<file path="config.mk">
export PLATFORM = sky130hd
export DESIGN_NAME = top_idct_div_sdiv_29s_15ns_16_seq
export DESIGN_NICKNAME = d
export VERILOG_FILES = /design/src/rtl/top_idct_div_sdiv_29s_15ns_16_seq.sv
export SDC_FILE = /design/constraint.sdc
export NUM_CORES = 1
export LEC_CHECK = 0
export CAP_MARGIN = 40
export CORE_MARGIN = 4
export CORE_UTILIZATION = 61
export CTS_CLUSTER_DIAMETER = 60
export DETAILED_ROUTE_END_ITERATION = 16
export PLACE_DENSITY = 0.88
export SYNTH_ARGS = -nofsm -noshare
export SYNTH_HDL_FRONTEND = slang
export SYNTH_SLANG_ARGS = --single-unit
</file>
<file path="constraint.sdc">
create_clock -name ap_clk -period 4.29 [get_ports ap_clk]
set_input_delay 0.429 -clock ap_clk [delete_from_list [all_inputs] [get_ports ap_clk]]
set_output_delay 0.429 -clock ap_clk [all_outputs]
set_load 0.05 [all_outputs]
</file>
<file path="src/rtl/top_idct_div_sdiv_29s_15ns_16_seq.sv">
// Sequential signed-by-unsigned restoring divider for the inverse-DCT path.
// Divides a 29-bit signed scaled coefficient by a 15-bit unsigned scale
// factor. It produces one quotient bit per cycle and saturates the result
// to a 16-bit signed sample.
// Optional build macro: TOP_IDCT_DIV_ROUND_NEAREST_EN selects
// round-to-nearest (ties away from zero) in FIX instead of truncation.
//
// state | meaning
// ------+--------------------------------------------------------------
// IDLE  | waiting for operands; in_ready=1
// CALC  | one restoring-division iteration per cycle, MSB first
// FIX   | apply signs, rounding and saturation; register the outputs
// DONE  | result held with out_valid=1 until out_ready
module top_idct_div_sdiv_29s_15ns_16_seq #(
   parameter int DIVIDEND_WIDTH = 29,
   parameter int DIVISOR_WIDTH  = 15,
   parameter int QUOTIENT_WIDTH = 16
) (
   input  logic                      ap_clk,
   input  logic                      ap_rst_n,
   input  logic                      in_valid,
   output logic                      in_ready,
   input  logic [DIVIDEND_WIDTH-1:0] dividend,
   input  logic [DIVISOR_WIDTH-1:0]  divisor,
   output logic                      out_valid,
   input  logic                      out_ready,
   output logic [QUOTIENT_WIDTH-1:0] quotient,
   output logic [DIVISOR_WIDTH:0]    remainder,
   output logic                      overflow,
   output logic                      div_by_zero
);

   localparam int DW    = DIVIDEND_WIDTH;
   localparam int SW    = DIVISOR_WIDTH;
   localparam int QW    = QUOTIENT_WIDTH;
   localparam int CNT_W = $clog2(DW);

   localparam logic [CNT_W-1:0] CNT_LAST = CNT_W'(DW - 1);
   // Largest positive and negative quotient magnitudes that fit QW signed bits.
   localparam logic [DW:0]      POS_LIM  = {{(DW-QW+2){1'b0}}, {(QW-1){1'b1}}};
   localparam logic [DW:0]      NEG_LIM  = {{(DW-QW+1){1'b0}}, 1'b1, {(QW-1){1'b0}}};
   localparam logic [QW-1:0]    Q_MAX    = {1'b0, {(QW-1){1'b1}}};
   localparam logic [QW-1:0]    Q_MIN    = {1'b1, {(QW-1){1'b0}}};

   typedef enum logic [1:0] {
      S_IDLE = 2'd0,
      S_CALC = 2'd1,
      S_FIX  = 2'd2,
      S_DONE = 2'd3
   } state_t;

   state_t          state_q, state_d;
   logic [CNT_W-1:0] cnt_q, cnt_d;
   // mag_q starts as |dividend| and is shifted left each iteration. The
   // quotient bits enter at the LSB, so it holds the quotient magnitude
   // once CALC is finished.
   logic [DW-1:0]   mag_q, mag_d;
   logic            neg_q, neg_d;
   logic [SW-1:0]   dvs_q, dvs_d;
   logic            dbz_q, dbz_d;
   logic [SW:0]     prem_q, prem_d;
   logic [QW-1:0]   quo_q, quo_d;
   logic [SW:0]     rem_q, rem_d;
   logic            ovf_q, ovf_d;
   logic            dbzo_q, dbzo_d;

   logic [SW:0]     prem_shift;
   logic            prem_ge;
   logic [SW:0]     prem_sub;

   logic [DW:0]     fix_qmag;
   logic [SW:0]     fix_rmag;
   logic            fix_sat;
   logic [QW-1:0]   fix_quo;
   logic [SW:0]     fix_rem;

   // One restoring-division step: shift in the next magnitude bit, then try the subtract.
   always_comb begin
      prem_shift = {prem_q[SW-1:0], mag_q[DW-1]};
      prem_ge    = (prem_shift >= {1'b0, dvs_q});
      prem_sub   = prem_shift - {1'b0, dvs_q};
   end

   // Sign application, optional rounding and saturation used in FIX.
   always_comb begin
      fix_qmag = {1'b0, mag_q};
      fix_rmag = prem_q;
`ifdef TOP_IDCT_DIV_ROUND_NEAREST_EN
      // Round half away from zero. The corrected remainder magnitude
      // becomes rem - divisor, which is negative, so the remainder sign
      // can flip relative to the dividend.
      if ({prem_q, 1'b0} >= {2'b00, dvs_q}) begin
         fix_qmag = fix_qmag + {{DW{1'b0}}, 1'b1};
         fix_rmag = prem_q - {1'b0, dvs_q};
      end
`endif
      fix_sat = neg_q ? (fix_qmag > NEG_LIM) : (fix_qmag > POS_LIM);
      fix_quo = neg_q ? -fix_qmag[QW-1:0] : fix_qmag[QW-1:0];
      fix_rem = neg_q ? -fix_rmag : fix_rmag;
   end

   // Next-state and datapath update.
   always_comb begin
      state_d = state_q;
      cnt_d   = cnt_q;
      mag_d   = mag_q;
      neg_d   = neg_q;
      dvs_d   = dvs_q;
      dbz_d   = dbz_q;
      prem_d  = prem_q;
      quo_d   = quo_q;
      rem_d   = rem_q;
      ovf_d   = ovf_q;
      dbzo_d  = dbzo_q;
      case (state_q)
         S_IDLE: begin
            if (in_valid) begin
               neg_d   = dividend[DW-1];
               mag_d   = dividend[DW-1] ? -dividend : dividend;
               dvs_d   = divisor;
               dbz_d   = (divisor == '0);
               cnt_d   = '0;
               prem_d  = '0;
               state_d = S_CALC;
            end
         end
         S_CALC: begin
            prem_d = prem_ge ? prem_sub : prem_shift;
            mag_d  = {mag_q[DW-2:0], prem_ge};
            cnt_d  = cnt_q + CNT_W'(1);
            if (cnt_q == CNT_LAST) begin
               state_d = S_FIX;
            end
         end
         S_FIX: begin
            if (dbz_q || fix_sat) begin
               quo_d = neg_q ? Q_MIN : Q_MAX;
               rem_d = '0;
               ovf_d = 1'b1;
            end else begin
               quo_d = fix_quo;
               rem_d = fix_rem;
               ovf_d = 1'b0;
            end
            dbzo_d  = dbz_q;
            state_d = S_DONE;
         end
         S_DONE: begin
            if (out_ready) begin
               state_d = S_IDLE;
            end
         end
         default: state_d = S_IDLE;
      endcase
   end

   // State and datapath registers. Reset abandons any operation in flight.
   always_ff @(posedge ap_clk or negedge ap_rst_n) begin
      if (!ap_rst_n) begin
         state_q <= S_IDLE;
         cnt_q   <= '0;
         mag_q   <= '0;
         neg_q   <= 1'b0;
         dvs_q   <= '0;
         dbz_q   <= 1'b0;
         prem_q  <= '0;
         quo_q   <= '0;
         rem_q   <= '0;
         ovf_q   <= 1'b0;
         dbzo_q  <= 1'b0;
      end else begin
         state_q <= state_d;
         cnt_q   <= cnt_d;
         mag_q   <= mag_d;
         neg_q   <= neg_d;
         dvs_q   <= dvs_d;
         dbz_q   <= dbz_d;
         prem_q  <= prem_d;
         quo_q   <= quo_d;
         rem_q   <= rem_d;
         ovf_q   <= ovf_d;
         dbzo_q  <= dbzo_d;
      end
   end

   assign in_ready    = (state_q == S_IDLE);
   assign out_valid   = (state_q == S_DONE);
   assign quotient    = quo_q;
   assign remainder   = rem_q;
   assign overflow    = ovf_q;
   assign div_by_zero = dbzo_q;

endmodule

</file>
==> results.sh, run 1 <==
export IMPL_status="finished, final reports clean"
export IMPL_setup_worst_path_end_class="register"
export IMPL_finalCritPeriodShare_pct=69.64
export IMPL_grt_usage_pct=26.46
export IMPL_rsz0062_at_grt="no"
export IMPL_grt_pass1_wl_mm=27.66
export IMPL_cts_buffers=9
export IMPL_min_path_type="in2async"
export IMPL_relSlewSlack_pct=38.31
export IMPL_power_density_mw_per_mm2=709.9
export IMPL_clk_path_buf_depth=2
export IMPL_area_growth_pct=17.30
export IMPL_rows=37
export IMPL_synthCells=761
export IMPL_cts_tree="built"
export IMPL_finalMaxSlewViolations=0
export IMPL_grt_pass1_vias=5576
export IMPL_die_area_sq_mm=0.01251
export IMPL_synth_distinct_cells=61
export IMPL_synth_seq_cells=103
export IMPL_synthTopCellsByCount="dfrtp_1 (103), o21ai_0 (81), nand2_1 (65), a21oi_1 (54), inv_1 (54)"
export IMPL_synth_edf_count=0
export IMPL_required_ns=4.54
export IMPL_wl_mm=16.42
export IMPL_insertion_delay_ns=0.38
export IMPL_drive_gt1_share_pct=6.448
export IMPL_final_cells=958
export IMPL_yosysMostFrequentCell="dfrtp_1"
export IMPL_ios=84
export IMPL_place_congestion=0.9131
export IMPL_cts_sinks=103
export IMPL_syn_avg_cell_area_sq_um=8.648
export IMPL_start_util_pct=63.18
export IMPL_start_kind="register"
export IMPL_layout_nets=891
export IMPL_synth_top_area_share_pct=39.16
export IMPL_placedCellCount=941
export IMPL_cp_max_fo=23
export IMPL_drt_antenna_violating_nets=0
export IMPL_async_reset_ff_share_pct=100.0
export IMPL_hold_viol_final=0
export IMPL_dieWidth_microns=111.9
export IMPL_clkTransAtPathRegs_ns=0.12
export IMPL_detail_route_wl_per_cell_microns=17.14
export IMPL_synth_top_area_cell="dfrtp_1"
export IMPL_syn_nets=835
export IMPL_first_pass_iters=6
export IMPL_critPathKind="reg2reg"
export IMPL_finalSetupViolations=0
export IMPL_synthTopCellsByArea="dfrtp_1 (39%), o21ai_0 (6.2%), xor2_1 (5.2%)"
export IMPL_synth_seq_area_share_pct=39.16
export IMPL_cts_htree_levels=3
export IMPL_fin_util_pct=74.11
export IMPL_syn_area_sq_mm=0.006581
export IMPL_fmax_mhz=334.7
export IMPL_grt_max_degree=64
export IMPL_antenna_found_initial=0
export IMPL_drc=0
export IMPL_max_vdd_ir_drop_mv=0.3558
export IMPL_die_y_microns=111.9
export IMPL_drt_initial_drc_count=529
export IMPL_cap_violations=0
export IMPL_arrival_ns=3.24
export IMPL_root_buffer="clkbuf_8"
export IMPL_via_count=5874
export IMPL_grt_overflow=0
export IMPL_io_buffers=83
export IMPL_final_min_clock_period_ns=2.988
export IMPL_insertedDiodeCount=0
export IMPL_vias_per_cell=6.132
export IMPL_setup_tns_final_ns=0
export IMPL_dp_hpwl_mm=12.24
export IMPL_skew_ns=0.02081
export IMPL_core_sq_mm=0.01042
export IMPL_tightest_slew_ns=0.9253
export IMPL_synth_flop_cell="dfrtp_1"
export IMPL_leakage_nw=3.211
export IMPL_post_cts_buffers=0
export IMPL_synth_warnings=0
area by class of cell:
| cell class | instances | area (sq um) |
|---|---|---|
| timing repair buffer | 93 | 925.9 |
| clock buffer | 9 | 123.9 |
| multi-input combinational | 556 | 3620 |
| tap | 136 | 170.2 |
| fill | 797 | 2696 |
| inverter | 54 | 202.7 |
| sequential | 103 | 2577 |
| clock inverter | 7 | 100.1 |
critical path, cell delays in order, from the launching register on:
cell	delay [ns]
dfrtp_1	0.49
ha_1	0.40
a21oi_1	0.21
o21ai_0	0.14
a2111oi_0	0.45
and2_1	0.79
mux2i_1	0.28
o21ai_0	0.10
layer usage:
layer | track usage (%) | vias up | wire length, microns
met3 | 4.130 | 25 | 1105
met5 | 0 | - | 0
li1 | - | 2830 | -
met4 | 7.137 | 0 | 289
met2 | 41.65 | 223 | 7616
met1 | 38.30 | 2796 | 7407
cells in the final DEF (no fill, tap or decap), types with 17 or more instances in the layout:
cell / synthesis / routed
dfrtp_1: 103 / 103
clkdlybuf4s50_1: 0 / 82
o21ai_0: 81 / 80
nand2_1: 65 / 65
inv_1: 54 / 54
a21oi_1: 54 / 54
nor2_1: 48 / 48
xor2_1: 39 / 39
ha_1: 25 / 25
xnor2_1: 22 / 22
or3_1: 18 / 18
mux2_2: 18 / 18
o22ai_1: 17 / 17
nand3_1: 17 / 17
power breakdown:
group	total, mW	internal, mW	switching [mW]
clock	0.676	0.289	0.386
combinational	3.06	1.20	1.86
sequential	1.75	1.32	0.422
total	5.48	2.81	2.67
state kept, by name, indices dropped and copies added (netlist names):
name,cells
div_by_zero,1
mag_q,29
overflow,1
cnt_q,5
remainder,16
fix_rmag,16
quotient,16
dbz_q,1
dvs_q,15
state_q,2
neg_q,1
through the flow:
step                      power (mW)  hold WS, ns  worst slack [ns]  cell area, sq um
after floorplan                3.962       0.1334             1.797              6581
after global placement         4.634       0.4637             1.314              7458
after detailed placement       4.751       0.2626             1.263              7486
after CTS                      5.443       0.4011             1.381              7720
after global routing           5.906       0.4197             1.049              7720
final                          5.480       0.4133             1.302              7720
repair_timing:
| item | CTS | global route |
|---|---|---|
| gates resized for setup | 0 | 0 |
| hold buffers | 1 | 0 |
| endpoints found under the hold margin | 6 | 0 |
final timing paths:
path / startpoint / end / slack [ns] / depth (start not counted)
worst max-delay path: fix_rmag[10] / fix_rmag[5] / 1.30 / 7
worst min-delay path: ap_rst_n / cnt_q[3] / 0.41 / 2
worst max register to register: fix_rmag[10] / fix_rmag[5] / 1.30 / 7
worst min register to register: dvs_q[12] / dvs_q[12] / 0.52 / 1
max in group asynchronous: ap_rst_n / div_by_zero / 2.87 / 4
min in group ap_clk: dvs_q[12] / dvs_q[12] / 0.52 / 1
kinds of logic (layout without fill, tap and decap cells):
family                     count (synthesis)  after routing  share of synthesized area, %
AOI/OAI and AO/OA                        224            224                         20.91
buffers and inverters                    102            163                         5.836
and+or+nand+nor                          218            218                         16.46
adders and majority gates                 26             26                         5.057
xor gates and xnor gates                  61             61                         8.118
DFF                                      103            103                         39.16
muxes                                     27             27                         4.449
Note: power is estimated with default switching activity, not from simulation.
==> run 2, diff against run 1 <==
CORE_UTILIZATION = 51   (was 61)
PLACE_DENSITY = 0.78   (was 0.88)
clock period = 2.5 ns   (was 4.29 ns; I/O delays follow)
==> run 2 against run 1 <==
Net effect:
- fmax rose by 22%
- wire length is 7.6% higher
- largest power group unchanged
- via count increased by 4.4%
- largest cell class unchanged
- cell count up 10%
- critical endpoint is now quotient[8]
==> results.sh, run 2 (synthesis results as in run 1) <==
export IMPL_dp_hpwl_mm=13.34
export IMPL_preCtsSetupSlack_ns=-0.2364
export IMPL_fin_util_pct=66.61
export IMPL_path_cells="or4_4 -> a2111o_1 -> a211oi_4 -> and2_1 -> buf_4 -> a31oi_1 -> nor2_1 -> o32ai_2"
export IMPL_drive_gt1_share_pct=15.18
export IMPL_stdcell_area_sq_mm=0.008406
export IMPL_relSlewSlack_pct=48.10
export IMPL_final_cells=1055
export IMPL_final_common_cell="dfrtp_1"
export IMPL_io_buffers=83
export IMPL_status="finished, final reports clean"
export IMPL_max_stage_delay_ns=0.55
export IMPL_drt_antenna_violating_nets=0
export IMPL_cts_buffers=9
export IMPL_finalCritPeriodShare_pct=98.16
export IMPL_power_density_mw_per_mm2=1211
export IMPL_clkTransAtPathRegs_ns=0.07
export IMPL_setup_worst_path_end_class="register"
export IMPL_root_buffer="clkbuf_16"
export IMPL_setup_tns_final_ns=0
export IMPL_skew_ns=0.007382
export IMPL_finalSetupViolations=0
export IMPL_rsz0062_at_grt="yes"
export IMPL_path_buf_inv=1
export IMPL_cts_htree_levels=3
export IMPL_power_mw=10.18
export IMPL_cts_tree="built"
export IMPL_die_area_sq_mm=0.01479
export IMPL_worst_slack_ns=0.04593
export IMPL_crit_path_top_delay_cell="or4_4"
export IMPL_grt_pass1_wl_mm=29.24
export IMPL_area_growth_pct=27.72
export IMPL_cp_startpoint="mag_q[24]"
export IMPL_clk_path_buf_depth=2
export IMPL_min_path_type="in2async"
export IMPL_ios=84
export IMPL_rows=41
export IMPL_hold_slack_ns=0.4513
export IMPL_path_delay_family="simple AND/OR/NAND/NOR gates"
export IMPL_finalMaxSlewViolations=0
export IMPL_insertedDiodeCount=0
export IMPL_wl_mm=17.66
export IMPL_layout_nets=952
export IMPL_placed_area_sq_mm=0.007971
export IMPL_required_ns=2.70
export IMPL_placedCellCount=1035
export IMPL_critPathKind="reg2reg"
export IMPL_cp_max_fo=4
export IMPL_cap_violations=0
export IMPL_antenna_found_initial=0
export IMPL_fmax_mhz=407.5
export IMPL_place_congestion=0.9680
export IMPL_via_count=6134
export IMPL_fillCellCount=1069
export IMPL_reg2reg_from="mag_q[24]"
export IMPL_start_util_pct=52.15
export IMPL_first_pass_iters=5
export IMPL_final_min_clock_period_ns=2.454
export IMPL_start_kind="register"
export IMPL_regMostFlops="mag_q"
export IMPL_vias_per_cell=5.814
export IMPL_insertion_delay_ns=0.36
export IMPL_tightest_slew_ns=0.7784
export IMPL_cts_sinks=103
export IMPL_dieWidth_microns=121.6
export IMPL_arrival_ns=2.65
export IMPL_final_cell_mix="dfrtp_1 (103), clkdlybuf4s50_1 (82), o21ai_0 (76)"
export IMPL_largest_reg_flops=29
export IMPL_drt_initial_drc_count=420
export IMPL_hold_viol_final=0
export IMPL_drc=0
export IMPL_max_vdd_ir_drop_mv=0.7903
export IMPL_grt_usage_pct=24.49
export IMPL_grt_max_degree=49
export IMPL_die_y_microns=121.6
export IMPL_core_sq_mm=0.01262
export IMPL_grt_overflow=0
export IMPL_grt_pass1_vias=6012
export IMPL_detail_route_wl_per_cell_microns=16.74
export IMPL_leakage_nw=3.559
==> run 2: final cells by class <==
type                            count  area (sq um)  share of cell area, %
Timing Repair Buffer              154          1400                  16.66
Clock buffer                       11         242.7                  2.888
Sequential cell                   103          2577                  30.66
Clock inverter                      5         41.29                 0.4912
Multi-Input combinational cell    556          3726                  44.33
Inverter                           54         202.7                  2.411
Tap cell                          172         215.2                  2.560
==> run 2: layer usage <==
metal  global-route usage, %  vias to the layer above  share of wire (%)
met4                   9.104                        0                2.3
met3                   3.575                       35                5.3
met1                   33.56                     2953                 45
met2                   39.65                      199                 48
li1                        -                     2947                  -
met5                       0                        -                  0
==> run 2: path summary, 6_finish.rpt <==
path	cells past startpoint	to	slack [ns]
max in group asynchronous	3	quotient[13]	1.33
hold / removal	2	quotient[12]	0.45
setup / recovery	8	quotient[8]	0.05
min in group ap_clk	1	overflow	0.49
setup reg to reg	8	quotient[8]	0.05
hold reg to reg	1	overflow	0.49
==> run 2: report_power, final <==
part / total, mW / switching [mW] / internal, mW
Clock: 1.38 / 0.663 / 0.713
Sequential: 2.93 / 0.654 / 2.28
Combinational: 5.87 / 3.46 / 2.41
Total: 10.2 / 4.78 / 5.40
==> run 2: repair_timing <==
action / CTS / global route
endpoints found under the hold margin: 46 / 0
gates resized for setup: 3 / 28
hold buffers: 1 / 0
buffers inserted: 2 / 1
pin swaps: 3 / 8
endpoints found under the setup margin: 19 / 45
==> run 2: worst register-to-register path, stage by stage, from the launching register on <==
cell and delay [ns]:
dfrtp_1 0.38, or4_4 0.55, a2111o_1 0.44, a211oi_4 0.26, and2_1 0.24, buf_4 0.15
a31oi_1 0.04, nor2_1 0.14, o32ai_2 0.10
